$ cat src/rtl/fifo_wr_arbiter_if.sv
// Write-side bundle between producers, the round-robin arbiter and the FIFO write port.
// The master modport is the arbiter's view; slave is the producer/FIFO side.
interface fifo_wr_arbiter_if #(
  parameter int unsigned NumReq = 4,
  parameter int unsigned DataW  = 8
);
  localparam int unsigned IdW = $clog2(NumReq);

  logic [NumReq-1:0]       req_valid;
  logic [NumReq*DataW-1:0] req_data;
  logic [NumReq-1:0]       req_ready;
  logic                    fifo_full;
  logic                    fifo_wr_en;
  logic [DataW-1:0]        fifo_data_in;
  logic                    grant_valid;
  logic [IdW-1:0]          grant_id;
  logic [15:0]             wr_count;

  modport master (
    input  req_valid, req_data, fifo_full,
    output req_ready, fifo_wr_en, fifo_data_in, grant_valid, grant_id, wr_count
  );

  modport slave (
    output req_valid, req_data, fifo_full,
    input  req_ready, fifo_wr_en, fifo_data_in, grant_valid, grant_id, wr_count
  );
endinterface

$ cat src/rtl/fifo_wr_arbiter.sv
// Round-robin arbiter sharing one FIFO write port among NumReq valid/ready producers,
// with bounded bursts per grant and a free-running 16-bit write counter.
module fifo_wr_arbiter #(
  parameter int unsigned NumReq   = 4,
  parameter int unsigned DataW    = 8,
  parameter int unsigned MaxBurst = 4
) (
  input  logic                  clk_i,
  input  logic                  rst_ni,
  fifo_wr_arbiter_if.master     bus
);
  localparam int unsigned IdW = $clog2(NumReq);

  typedef enum logic [0:0] {StIdle, StGrant} state_e;

  state_e            state_q, state_d;
  logic [IdW-1:0]    grant_id_q, grant_id_d;
  logic [IdW-1:0]    last_id_q, last_id_d;
  logic [3:0]        burst_cnt_q, burst_cnt_d;
  logic [15:0]       wr_count_q, wr_count_d;

  logic              grant_valid;
  logic              accept;
  logic              pick_found;
  logic [IdW-1:0]    pick_id;
  logic [IdW-1:0]    scan_id;
  logic [NumReq-1:0] req_ready;

  assign grant_valid = (state_q == StGrant);
  assign accept      = grant_valid & bus.req_valid[grant_id_q] & ~bus.fifo_full;

  // First requester searching upward from the producer after the last owner.
  always_comb begin
    pick_found = 1'b0;
    pick_id    = '0;
    scan_id    = '0;
    for (int unsigned k = 1; k <= NumReq; k++) begin
      scan_id = IdW'((32'(last_id_q) + k) % NumReq);
      if (!pick_found && bus.req_valid[scan_id]) begin
        pick_found = 1'b1;
        pick_id    = scan_id;
      end
    end
  end

  always_comb begin
    state_d     = state_q;
    grant_id_d  = grant_id_q;
    last_id_d   = last_id_q;
    burst_cnt_d = burst_cnt_q;
    wr_count_d  = accept ? wr_count_q + 16'd1 : wr_count_q;
    unique case (state_q)
      StIdle: begin
        if (pick_found) begin
          state_d     = StGrant;
          grant_id_d  = pick_id;
          burst_cnt_d = '0;
        end
      end
      StGrant: begin
        if (accept) begin
          burst_cnt_d = burst_cnt_q + 4'd1;
        end
        // Burst limit and a valid drop in the same cycle collapse into one release.
        if ((accept && (burst_cnt_q == 4'(MaxBurst - 1))) || !bus.req_valid[grant_id_q]) begin
          state_d   = StIdle;
          last_id_d = grant_id_q;
        end
      end
      default: state_d = StIdle;
    endcase
  end

  always_ff @(posedge clk_i or negedge rst_ni) begin
    if (!rst_ni) begin
      state_q     <= StIdle;
      grant_id_q  <= '0;
      last_id_q   <= IdW'(NumReq - 1);
      burst_cnt_q <= '0;
      wr_count_q  <= '0;
    end else begin
      state_q     <= state_d;
      grant_id_q  <= grant_id_d;
      last_id_q   <= last_id_d;
      burst_cnt_q <= burst_cnt_d;
      wr_count_q  <= wr_count_d;
    end
  end

  always_comb begin
    req_ready             = '0;
    req_ready[grant_id_q] = accept;
  end

  assign bus.req_ready    = req_ready;
  assign bus.fifo_wr_en   = accept;
  assign bus.fifo_data_in = grant_valid ? bus.req_data[32'(grant_id_q) * DataW +: DataW] : '0;
  assign bus.grant_valid  = grant_valid;
  assign bus.grant_id     = grant_id_q;
  assign bus.wr_count     = wr_count_q;
endmodule
$ cat src/flat_wrapper.sv
// flat-port wrapper written by rule: the top's interface ports become plain ports
module fifo_wr_arbiter_flat 
#(
  parameter int unsigned NumReq   = 4,
  parameter int unsigned DataW    = 8,
  parameter int unsigned MaxBurst = 4
)
  (clk_i, rst_ni, bus_req_valid, bus_req_data, bus_fifo_full, bus_req_ready, bus_fifo_wr_en, bus_fifo_data_in, bus_grant_valid, bus_grant_id, bus_wr_count);
  fifo_wr_arbiter_if #(.NumReq(NumReq), .DataW(DataW)) bus_i ();
  input  logic clk_i;
  input  logic rst_ni;
  input wire logic [$bits(bus_i.req_valid)-1:0] bus_req_valid;
  input wire logic [$bits(bus_i.req_data)-1:0] bus_req_data;
  input wire logic [$bits(bus_i.fifo_full)-1:0] bus_fifo_full;
  output wire logic [$bits(bus_i.req_ready)-1:0] bus_req_ready;
  output wire logic [$bits(bus_i.fifo_wr_en)-1:0] bus_fifo_wr_en;
  output wire logic [$bits(bus_i.fifo_data_in)-1:0] bus_fifo_data_in;
  output wire logic [$bits(bus_i.grant_valid)-1:0] bus_grant_valid;
  output wire logic [$bits(bus_i.grant_id)-1:0] bus_grant_id;
  output wire logic [$bits(bus_i.wr_count)-1:0] bus_wr_count;
  assign bus_i.req_valid = bus_req_valid;
  assign bus_i.req_data = bus_req_data;
  assign bus_i.fifo_full = bus_fifo_full;
  assign bus_req_ready = bus_i.req_ready;
  assign bus_fifo_wr_en = bus_i.fifo_wr_en;
  assign bus_fifo_data_in = bus_i.fifo_data_in;
  assign bus_grant_valid = bus_i.grant_valid;
  assign bus_grant_id = bus_i.grant_id;
  assign bus_wr_count = bus_i.wr_count;
  fifo_wr_arbiter #(.NumReq(NumReq), .DataW(DataW), .MaxBurst(MaxBurst)) u_core (.clk_i(clk_i), .rst_ni(rst_ni), .bus(bus_i));
endmodule
$ cat config.mk
export PLATFORM = sky130hd
export DESIGN_NAME = fifo_wr_arbiter_flat
export DESIGN_NICKNAME = d
export VERILOG_FILES = /design/src/rtl/fifo_wr_arbiter_if.sv /design/src/rtl/fifo_wr_arbiter.sv /design/src/flat_wrapper.sv
export SDC_FILE = /design/constraint.sdc
export NUM_CORES = 1
export LEC_CHECK = 0
export ABC_AREA = 1
export BUFFER_PORTS_ARGS = -buffer_cell sky130_fd_sc_hd__buf_2
export CAP_MARGIN = 10
export CORE_UTILIZATION = 44
export CTS_CLUSTER_DIAMETER = 120
export DETAILED_ROUTE_END_ITERATION = 7
export PLACE_DENSITY = 0.83
export RECOVER_POWER = 25
export SLEW_MARGIN = 20
export SYNTH_ARGS = -nofsm -noshare
export SYNTH_HDL_FRONTEND = slang
export SYNTH_SLANG_ARGS = --single-unit
$ cat constraint.sdc
create_clock -name clk_i -period 1.7 [get_ports clk_i]
set_input_delay 0.34 -clock clk_i [delete_from_list [all_inputs] [get_ports clk_i]]
set_output_delay 0.34 -clock clk_i [all_outputs]
set_load 0.05 [all_outputs]
; ---- Yosys cells after proc, flatten, opt, wreduce, memory -nomap -nowiden
; Index checks and enable logic that the tools add are counted.
[totals]
reg_bits = 25
in_bits = 39
output_inout_bits = 32
word_cells = 66
[op_classes]
n_addsub = 6
n_lt_le_gt_ge = 6
n_eq_ne = 3
shift = 1
muxes = 27
n_bitwise = 5
n_reduce_logical = 13
[op_table]
columns = op, n
row1 = $shiftx A32 B6 Y8, 1
row2 = $add A16 B1 Y16 const B, 1
row3 = $lt A2 B3 Y1 const B, 5
row4 = $mux W1, 12
row5 = $bmux W1 S2, 5
row6 = $mux W2, 4
row7 = $mux W4, 2
row8 = $mux W8, 1
row9 = $pmux W4 S2, 1
row10 = $reduce_and A2 Y1, 3
row11 = $logic_and A1 B1 Y1, 5
row12 = $add A2 B1 Y2 const B, 2
row13 = $add A2 B2 Y2 const B, 2
row14 = $add A4 B1 Y4 const B, 1
row15 = $and A4 B4 Y4, 1
row16 = $eq A4 B2 Y1 const B, 1
row17 = $logic_not A1 Y1, 4
row18 = $and A1 B1 Y1, 2
row19 = $demux W1 S2, 1
row20 = $ge A2 B1 Y1 const B, 1
row21 = $ne A2 B1 Y1 const B, 1
row22 = $ne A2 B2 Y1 const B, 1
row23 = $not A1 Y1, 2
row24 = $pmux W1 S2, 1
row25 = $logic_or A1 B1 Y1, 1

; ---- Depth between registers and ports, before layout
; Gate-level depths: netlist (run 1).
[logic_depth]
depth_word = 15
mapped_depth = 12
depth_no_buf = 11

; ---- Worst setup path before layout (run 1)
; OpenSTA, ideal clock, no wires.
[synth_timing]
path_type = register to output
startpoint = register u_core.grant_id_q[1] (netlist: u_core.bus.grant_id[1])
endpoint = output port bus_req_ready[0]
t_arrival_ps = 2555
slack_ps = -1195
path_stages_with_launch = 8
path_buffers = 2
cell_sequence = dfrtp_1 -> buf_6 -> nor2_2 -> nand2_2 -> nand4_2 -> nand2_4 -> buf_2 -> nor3_1
[synth_between]
elab_chain_cells = 5
[synth_rtl]
columns = element, line
row1 = "start, declared", fifo_wr_arbiter.sv:17  ; logic [IdW-1:0] grant_id_q, grant_id_d;
row2 = "start signal, assigned", fifo_wr_arbiter.sv:83  ; grant_id_q <= grant_id_d;
row3 = "$lt A2 B3 Y1 (not written as such), or another cell as far along", fifo_wr_arbiter.sv:92  ; req_ready[grant_id_q] = accept;
row4 = $logic_and A1 B1 Y1 (not written as such) / $mux W1 (equally long branches), "fifo_wr_arbiter.sv:92, fifo_wr_arbiter.sv:30"
row5 = $mux W1 (not written as such) / $and A1 B1 Y1 (equally long branches), "fifo_wr_arbiter.sv:92, fifo_wr_arbiter.sv:30"
row6 = $demux W1 S2 / $and A1 B1 Y1 (equally long branches), --
row7 = $and A4 B4 Y4 (no line) *, --
row8 = "end, declared", flat_wrapper.sv:15  ; output wire logic [$bits(bus_i.req_ready)-1:0] bus_req_ready;
; Every way passes the cells marked *; elsewhere a longest branch is shown, timed or not. The select of a mux whose other input is x is not followed.

; ---- Worst setup path in the final report (run 1)
[layout_timing]
startpoint = register u_core.grant_id_q[0] (netlist: u_core.bus.grant_id[0])
endpoint = output port bus_req_ready[0]
; The elaborated chain is that of the path after synthesis.

==> results.toml, run 1 <==
[setup_path]
timing.critical_path.slowest_cell_delay_ns = 0.44
worstPathBufferInverterCount = 2
reg2reg_setup_slack_ns = -0.14
critPathSlowestCell = "sky130_fd_sc_hd__dfrtp_2"
crit_path_cell_trace = "inv_4 -> nor2_4 -> nand2_2 -> nand4_4 -> nand2_8 -> nor3_4 -> buf_6"
crit_arrival_ns = 1.60
worstSetupPathType = "reg -> out"
path_max_fanout = 6
cp_top_family = "simple AND/OR/NAND/NOR gates"
crit-reg2reg-capture = "u_core.bus.wr_count[10]$_DFFE_PN0P_"
required_ns = 1.36
cp-start-kind = "flop"
rr_startpoint = "u_core.bus.grant_id[0]$_DFFE_PN0P_"
cp-end-kind = "primary output"
reg2reg_depth = 10

[sta]
skew_ns = 0.00157
layout_min_cycle_time_ns = 1.94
setup_viol_count_final = 21
grt_setup_unrepaired = "yes"
finalWorstSetupSlack_ns = -0.243
max_freq_mhz = 515
hold_viol = 0
max_slew.worst_pin.slew_ns = 1.32
timing.final.max_slew_violations = 0
layout_worst_path_cycle_share = 1.14
slew_headroom = 0.121
timing.hold.ws_ns = 0.337

[synthesis]
syn-mean-instance-area_um2 = 6.86
synth-seq-cells = 25
synth_cells = 269
mappedNetlistNets = 310
number_of_enable_flip_flop_cells_after_synthesis = 0
ys_top_cells_by_count = "sky130_fd_sc_hd__nand2_1, sky130_fd_sc_hd__nand3_1, sky130_fd_sc_hd__inv_1, sky130_fd_sc_hd__dfrtp_1, sky130_fd_sc_hd__nor2_1"
synth.largest_area_cell = "sky130_fd_sc_hd__dfrtp_1"
ys.flop_type = "sky130_fd_sc_hd__dfrtp_1"
ys_seq_area_frac = 0.340
syn_std_cell_area_mm2 = 0.00185
yosys.cell_count.top_type = "sky130_fd_sc_hd__nand2_1"
asyncSetResetFlopFracSynth = 1.00
netlist-cell-type-count = 30
ys_top_cells_by_area = "sky130_fd_sc_hd__dfrtp_1, sky130_fd_sc_hd__nand2_1, sky130_fd_sc_hd__nand3_1"
yosys_warnings = 0
yosysTopAreaCellShare = 0.312

[cts]
cts-root-buf = "sky130_fd_sc_hd__clkbuf_8"
clk_transition_reported_paths_ns = 0.08
cts.sink_count = 25
worst_skew_pair.late_latency_ns = 0.27
clock_tree.buffer_depth = 2
cts_buf_count = 3
holdBufCountCts = 0
clock_tree.htree_level_count = 1
cts_tree = "done"

[detailed_routing]
via_count = 2253
post_drt_via_cell_ratio = 5.51
drt_total_wl_mm = 6.17
drtIter0Drc = 110
routed_wire_length_per_instance_um = 15.1
drc = 0
drt-pass1-iter-count = 4
antenna_left = 0

[pwr]
leakage_nw = 1.39
vdd_ir_drop_max_mv = 1.24
power-per-cell-area_mw_per_mm2 = 1910

[global_routing]
first_global_vias = 1991
initial_antenna_violation_count = 0
pin_count_of_the_biggest_net_entering_global_routing = 26
grt_pass1_wl_mm = 8.54
grt-ovfl-total = 0
overall_global_routing_usage = 0.251

[die]
num_io_pins = 71
die_area_mm2 = 0.00446
die_w_um = 66.8
core_region_area_mm2 = 0.00400
cell_row_count = 23
initial_core_utilization = 0.461
die_height_um = 66.8

[min_path]
timing.hold.worst.class = "in -> async"

[finish]
multi_input_gate_area_mm2 = 0.00137
nNetsFinal = 401
combined_flip_flop_and_latch_cell_area_um2 = 632
layout_cells_sized_above_1 = 0.471
synthToLayoutAreaGrowth_pct = 57.6
final_cell_area_mm2 = 0.00291
antenna_cells_inserted = 0
nFillCells = 285

[placed_design]
place_hpwl_mm = 3.85
portBuffers = 70
gp_routability_congestion = 0.870
placedInstanceArea_mm2 = 0.00251

[run]
maxCapViolCount = 0

[status]
violated_checks = "negative setup slack"
status = "finished, violations left"
==> metrics by stage <==
| step | utilization | total power (W) | std cells | worst slack, ns | TNS, ns |
|---|---|---|---|---|---|
| after floorplan | - | 0.00351 | 269 | -0.434 | -2.33 |
| after global placement | 0.628 | 0.00424 | 399 | 0.0433 | 0 |
| after detailed placement | 0.628 | 0.00433 | 399 | -0.0471 | -0.0627 |
| after CTS | 0.679 | 0.00503 | 404 | -0.180 | -1.68 |
| after global routing | 0.727 | 0.00587 | 409 | -0.313 | -4.56 |
| final | 0.727 | 0.00556 | 409 | -0.243 | -2.78 |
==> state kept, by name, indices dropped and copies added (netlist names) <==
signal	flops
u_core.last_id_q	2
u_core.burst_cnt_q	4
u_core.bus.grant_valid	1
u_core.bus.wr_count	16
u_core.bus.grant_id	2
==> layer usage <==
layer | vias to the layer above | share of wire | track usage
li1 | 1066 | - | -
met1 | 1084 | 0.38 | 0.302
met2 | 73 | 0.54 | 0.449
met3 | 30 | 0.033 | 0.0308
met4 | 0 | 0.043 | 0.0957
met5 | - | 0 | 0
==> kinds of logic after synthesis <==
family                   count (synthesis)  synth area share
buffers and inverters                   42            0.0983
adder cells (fa/ha/maj)                  2            0.0136
flip-flops                              25             0.340
AO/OA/AOI/OAI                           31             0.104
AND/OR/NAND/NOR                        158             0.391
XOR/XNOR                                11            0.0522
==> cell type report <==
| class | count | area share |
|---|---|---|
| clock buffer | 4 | 0.0155 |
| inverter | 32 | 0.0447 |
| multi-input combinational | 202 | 0.472 |
| sequential | 25 | 0.217 |
| tap | 50 | 0.0215 |
| timing repair buffer | 95 | 0.227 |
| timing repair inverter | 1 | 0.00258 |
==> what timing repair did <==
action / CTS / global route
pin swaps: 4 / 22
gates resized for setup: 39 / 50
cloned: 0 / 1
endpoints found under the setup margin: 14 / 27
setup buffers: 1 / 5
==> worst reg2reg max path: stages (launching register included) <==
cell	delay (ns)
sky130_fd_sc_hd__dfrtp_2	0.44
sky130_fd_sc_hd__inv_4	0.07
sky130_fd_sc_hd__nor2_4	0.16
sky130_fd_sc_hd__nand2_2	0.10
sky130_fd_sc_hd__nand4_4	0.14
sky130_fd_sc_hd__nand2_8	0.10
sky130_fd_sc_hd__buf_4	0.23
sky130_fd_sc_hd__nor2_4	0.14
sky130_fd_sc_hd__nand2_1	0.11
sky130_fd_sc_hd__o21ai_1	0.18
sky130_fd_sc_hd__nand2_1	0.07
==> worst max path at each step <==
stage	startpoint	endpoint	slack, ns	cells past startpoint
after floorplan	u_core.bus.grant_id[0]$_DFFE_PN0P_	bus_req_ready[0]	-0.43	7
after CTS	u_core.bus.grant_id[0]$_DFFE_PN0P_	bus_req_ready[0]	-0.18	7
after detailed placement	u_core.bus.grant_id[0]$_DFFE_PN0P_	u_core.bus.wr_count[10]$_DFFE_PN0P_	-0.05	10
final	u_core.bus.grant_id[0]$_DFFE_PN0P_	bus_req_ready[0]	-0.24	7
after global routing	u_core.bus.grant_id[0]$_DFFE_PN0P_	bus_req_ready[1]	-0.31	7
after global placement	u_core.bus.grant_id[0]$_DFFE_PN0P_	bus_req_ready[0]	0.04	6
==> power by group <==
part           internal [W]  switching (W)
combinational       0.00155        0.00263
clock              0.000168       0.000188
sequential         0.000773       0.000241
total               0.00249        0.00306
==> cells in the final DEF (no fill, tap or decap), types with 7 or more instances in the layout <==
cell,n
sky130_fd_sc_hd__a22oi_2,8
sky130_fd_sc_hd__a31oi_4,8
sky130_fd_sc_hd__buf_2,56
sky130_fd_sc_hd__buf_4,18
sky130_fd_sc_hd__buf_6,16
sky130_fd_sc_hd__dfrtp_1,20
sky130_fd_sc_hd__inv_1,25
sky130_fd_sc_hd__nand2_1,63
sky130_fd_sc_hd__nand2_2,17
sky130_fd_sc_hd__nand3_1,27
sky130_fd_sc_hd__nand3_2,9
sky130_fd_sc_hd__nor2_1,15
sky130_fd_sc_hd__nor2_4,7
sky130_fd_sc_hd__o21ai_1,7
sky130_fd_sc_hd__xor2_1,9
Power figures use the tool's default switching activity.
==> run 2: changes to the inputs <==
- ABC_AREA: 1 -> unset
- CORE_UTILIZATION: 44 -> 42
==> results.toml, run 2 <==
[sta]
layout_min_cycle_time_ns = 2.01
tns_ns = -4.24
timing.final.max_slew_violations = 0
slew_headroom = 0.131
setup_viol_count_final = 30
finalWorstSetupSlack_ns = -0.312
grt_setup_unrepaired = "yes"
max_freq_mhz = 497
skew_ns = 0.00248
layout_worst_path_cycle_share = 1.18
max_slew.worst_pin.slew_ns = 1.30
timing.hold.ws_ns = 0.332
hold_viol = 0

[min_path]
timing.hold.worst.class = "in -> async"

[setup_path]
worstSetupPathType = "reg -> out"
critPathSlowestCell = "sky130_fd_sc_hd__dfrtp_2"
crit_top_cell = "sky130_fd_sc_hd__buf_6"
required_ns = 1.36
crit_arrival_ns = 1.67
timing.critical_path.slowest_cell_delay_ns = 0.44
path_max_fanout = 5
cp-start-kind = "flop"
cp-end-kind = "primary output"
crit_path_cell_trace = "buf_6 -> or3b_4 -> nor3b_4 -> buf_6"

[status]
status = "finished, violations left"
violated_checks = "negative setup slack"

[die]
num_io_pins = 71
initial_core_utilization = 0.452
core_region_area_mm2 = 0.00347
die_area_mm2 = 0.00398
die_height_um = 63.1
die_w_um = 63.1
cell_row_count = 21

[detailed_routing]
post_drt_via_cell_ratio = 5.44
drc = 0
via_count = 1507
routed_wire_length_per_instance_um = 16.7
antenna_left = 0
drtIter0Drc = 24
drt-pass1-iter-count = 4
drt_total_wl_mm = 4.63

[cts]
cts_buf_count = 3
clock_tree.htree_level_count = 1
cts-root-buf = "sky130_fd_sc_hd__clkbuf_8"
clock_tree.buffer_depth = 2
cts.sink_count = 25
holdBufCountCts = 0
clk_transition_reported_paths_ns = 0.09
worst_skew_pair.late_latency_ns = 0.27
cts_tree = "done"

[synthesis]
mappedNetlistNets = 182
synth.largest_area_cell = "sky130_fd_sc_hd__dfrtp_1"
netlist-cell-type-count = 40
yosys_warnings = 0
ys.flop_type = "sky130_fd_sc_hd__dfrtp_1"
ys_top_cells_by_area = "sky130_fd_sc_hd__dfrtp_1, sky130_fd_sc_hd__mux4_2, sky130_fd_sc_hd__xnor2_1"
asyncSetResetFlopFracSynth = 1.00
yosys.cell_count.top_type = "sky130_fd_sc_hd__dfrtp_1"
yosysTopAreaCellShare = 0.367
ys_top_cells_by_count = "sky130_fd_sc_hd__dfrtp_1, sky130_fd_sc_hd__xnor2_1, sky130_fd_sc_hd__and2_1, sky130_fd_sc_hd__nand2_1"
ys_seq_area_frac = 0.400
number_of_enable_flip_flop_cells_after_synthesis = 0
synth_cells = 141
syn-mean-instance-area_um2 = 11.1
synth-seq-cells = 25
syn_std_cell_area_mm2 = 0.00157

[global_routing]
pin_count_of_the_biggest_net_entering_global_routing = 26
overall_global_routing_usage = 0.211
grt_pass1_wl_mm = 6.60
grt-ovfl-total = 0
initial_antenna_violation_count = 0
first_global_vias = 1392

[placed_design]
portBuffers = 70
gp_routability_congestion = 0.712
place_hpwl_mm = 3.04
dp_cells = 262
dp_slack_ns = -0.130

[pwr]
power-per-cell-area_mw_per_mm2 = 1770
leakage_nw = 1.16
vdd_ir_drop_max_mv = 1.52

[run]
maxCapViolCount = 0

[finish]
nNetsFinal = 273
synthToLayoutAreaGrowth_pct = 61.2
mostFrequentLayoutCell = "sky130_fd_sc_hd__buf_2"
antenna_cells_inserted = 0
most-common-layout-cells = "sky130_fd_sc_hd__buf_2, sky130_fd_sc_hd__dfrtp_1, sky130_fd_sc_hd__buf_6"
finalNonFillerCells = 277
layout_cells_sized_above_1 = 0.610
largest_register_ffs = 16
==> run 2: changes by cell type after synthesis, moves of 9 or more <==
cell / change
sky130_fd_sc_hd__a31oi_1: -9
sky130_fd_sc_hd__and2_1: +10
sky130_fd_sc_hd__xnor2_1: +12
sky130_fd_sc_hd__nand2_1: -69
sky130_fd_sc_hd__nor2_1: -12
sky130_fd_sc_hd__nand3_1: -30
sky130_fd_sc_hd__inv_1: -26
==> run 2: kinds of logic (layout without fill, tap and decap cells) <==
group,Yosys count,count (layout),synth area share
simple gates,60,60,0.221
flops,25,25,0.400
xor+xnor,16,16,0.0893
mux,16,16,0.174
compound gates,14,14,0.0702
buf+inv,8,98,0.0295
fa+ha+maj,2,2,0.0159
==> run 2: worst max-delay path, delay by kind of cell, from the launching register on <==
family                 cells  cell delay [ns]
buffers and inverters      2             0.33
and+or+nand+nor            2             0.63
DFF                        1             0.44
==> run 2: path summary, 6_finish.rpt <==
path                                                     start                             endpoint  slack, ns  cells past startpoint
hold / removal                                          rst_ni  u_core.bus.wr_count[11]$_DFFE_PN0P_       0.33                      1
hold reg to reg            u_core.bus.wr_count[13]$_DFFE_PN0P_  u_core.bus.wr_count[13]$_DFFE_PN0P_       0.49                      1
setup reg to reg            u_core.bus.grant_id[0]$_DFFE_PN0P_  u_core.bus.wr_count[12]$_DFFE_PN0P_      -0.12                      8
max in group asynchronous                               rst_ni   u_core.bus.grant_id[1]$_DFFE_PN0P_       0.51                      1
setup / recovery            u_core.bus.grant_id[0]$_DFFE_PN0P_                     bus_req_ready[2]      -0.31                      4
min in group clk_i                            bus_req_valid[2]   u_core.bus.grant_id[1]$_DFFE_PN0P_       0.47                      3
==> run 2: metrics by stage <==
stage	power [W]	cell area (µm²)	utilization
floorplan	0.00291	1680	-
global placement	0.00337	2130	0.614
detailed placement	0.00341	2130	0.614
CTS	0.00413	2340	0.675
global route	0.00468	2530	0.729
finish	0.00447	2530	0.729
==> run 2: power by group <==
group	switching, W	total (W)	internal, W
logic	0.00170	0.00315	0.00145
registers	0.000194	0.000961	0.000767
clock network	0.000193	0.000357	0.000164
==> run 2: area by class of cell <==
| class | instances | area [µm²] |
|---|---|---|
| clock inverter | 1 | 5.00 |
| fill | 251 | 940 |
| clock buffer | 3 | 41.3 |
| sequential | 25 | 633 |
| tap | 46 | 57.6 |
| inverter | 2 | 7.51 |
| multi-input combinational | 108 | 1100 |
| timing repair buffer | 92 | 686 |
==> run 2: repair_timing <==
| action | in CTS | in global routing |
|---|---|---|
| pin swaps | 11 | 17 |
| resized for setup | 33 | 27 |
| cloned | 0 | 1 |
| buffers inserted | 8 | 3 |
| endpoints found under the setup margin | 18 | 34 |
==> run 2: per-layer routing <==
layer / vias to the layer above / global-route usage / wire length, µm
met3: 14 / 0.0471 / 320
met1: 717 / 0.228 / 1640
met5: - / 0 / 0
met4: 0 / 0.0407 / 174
li1: 703 / - / -
met2: 73 / 0.411 / 2490
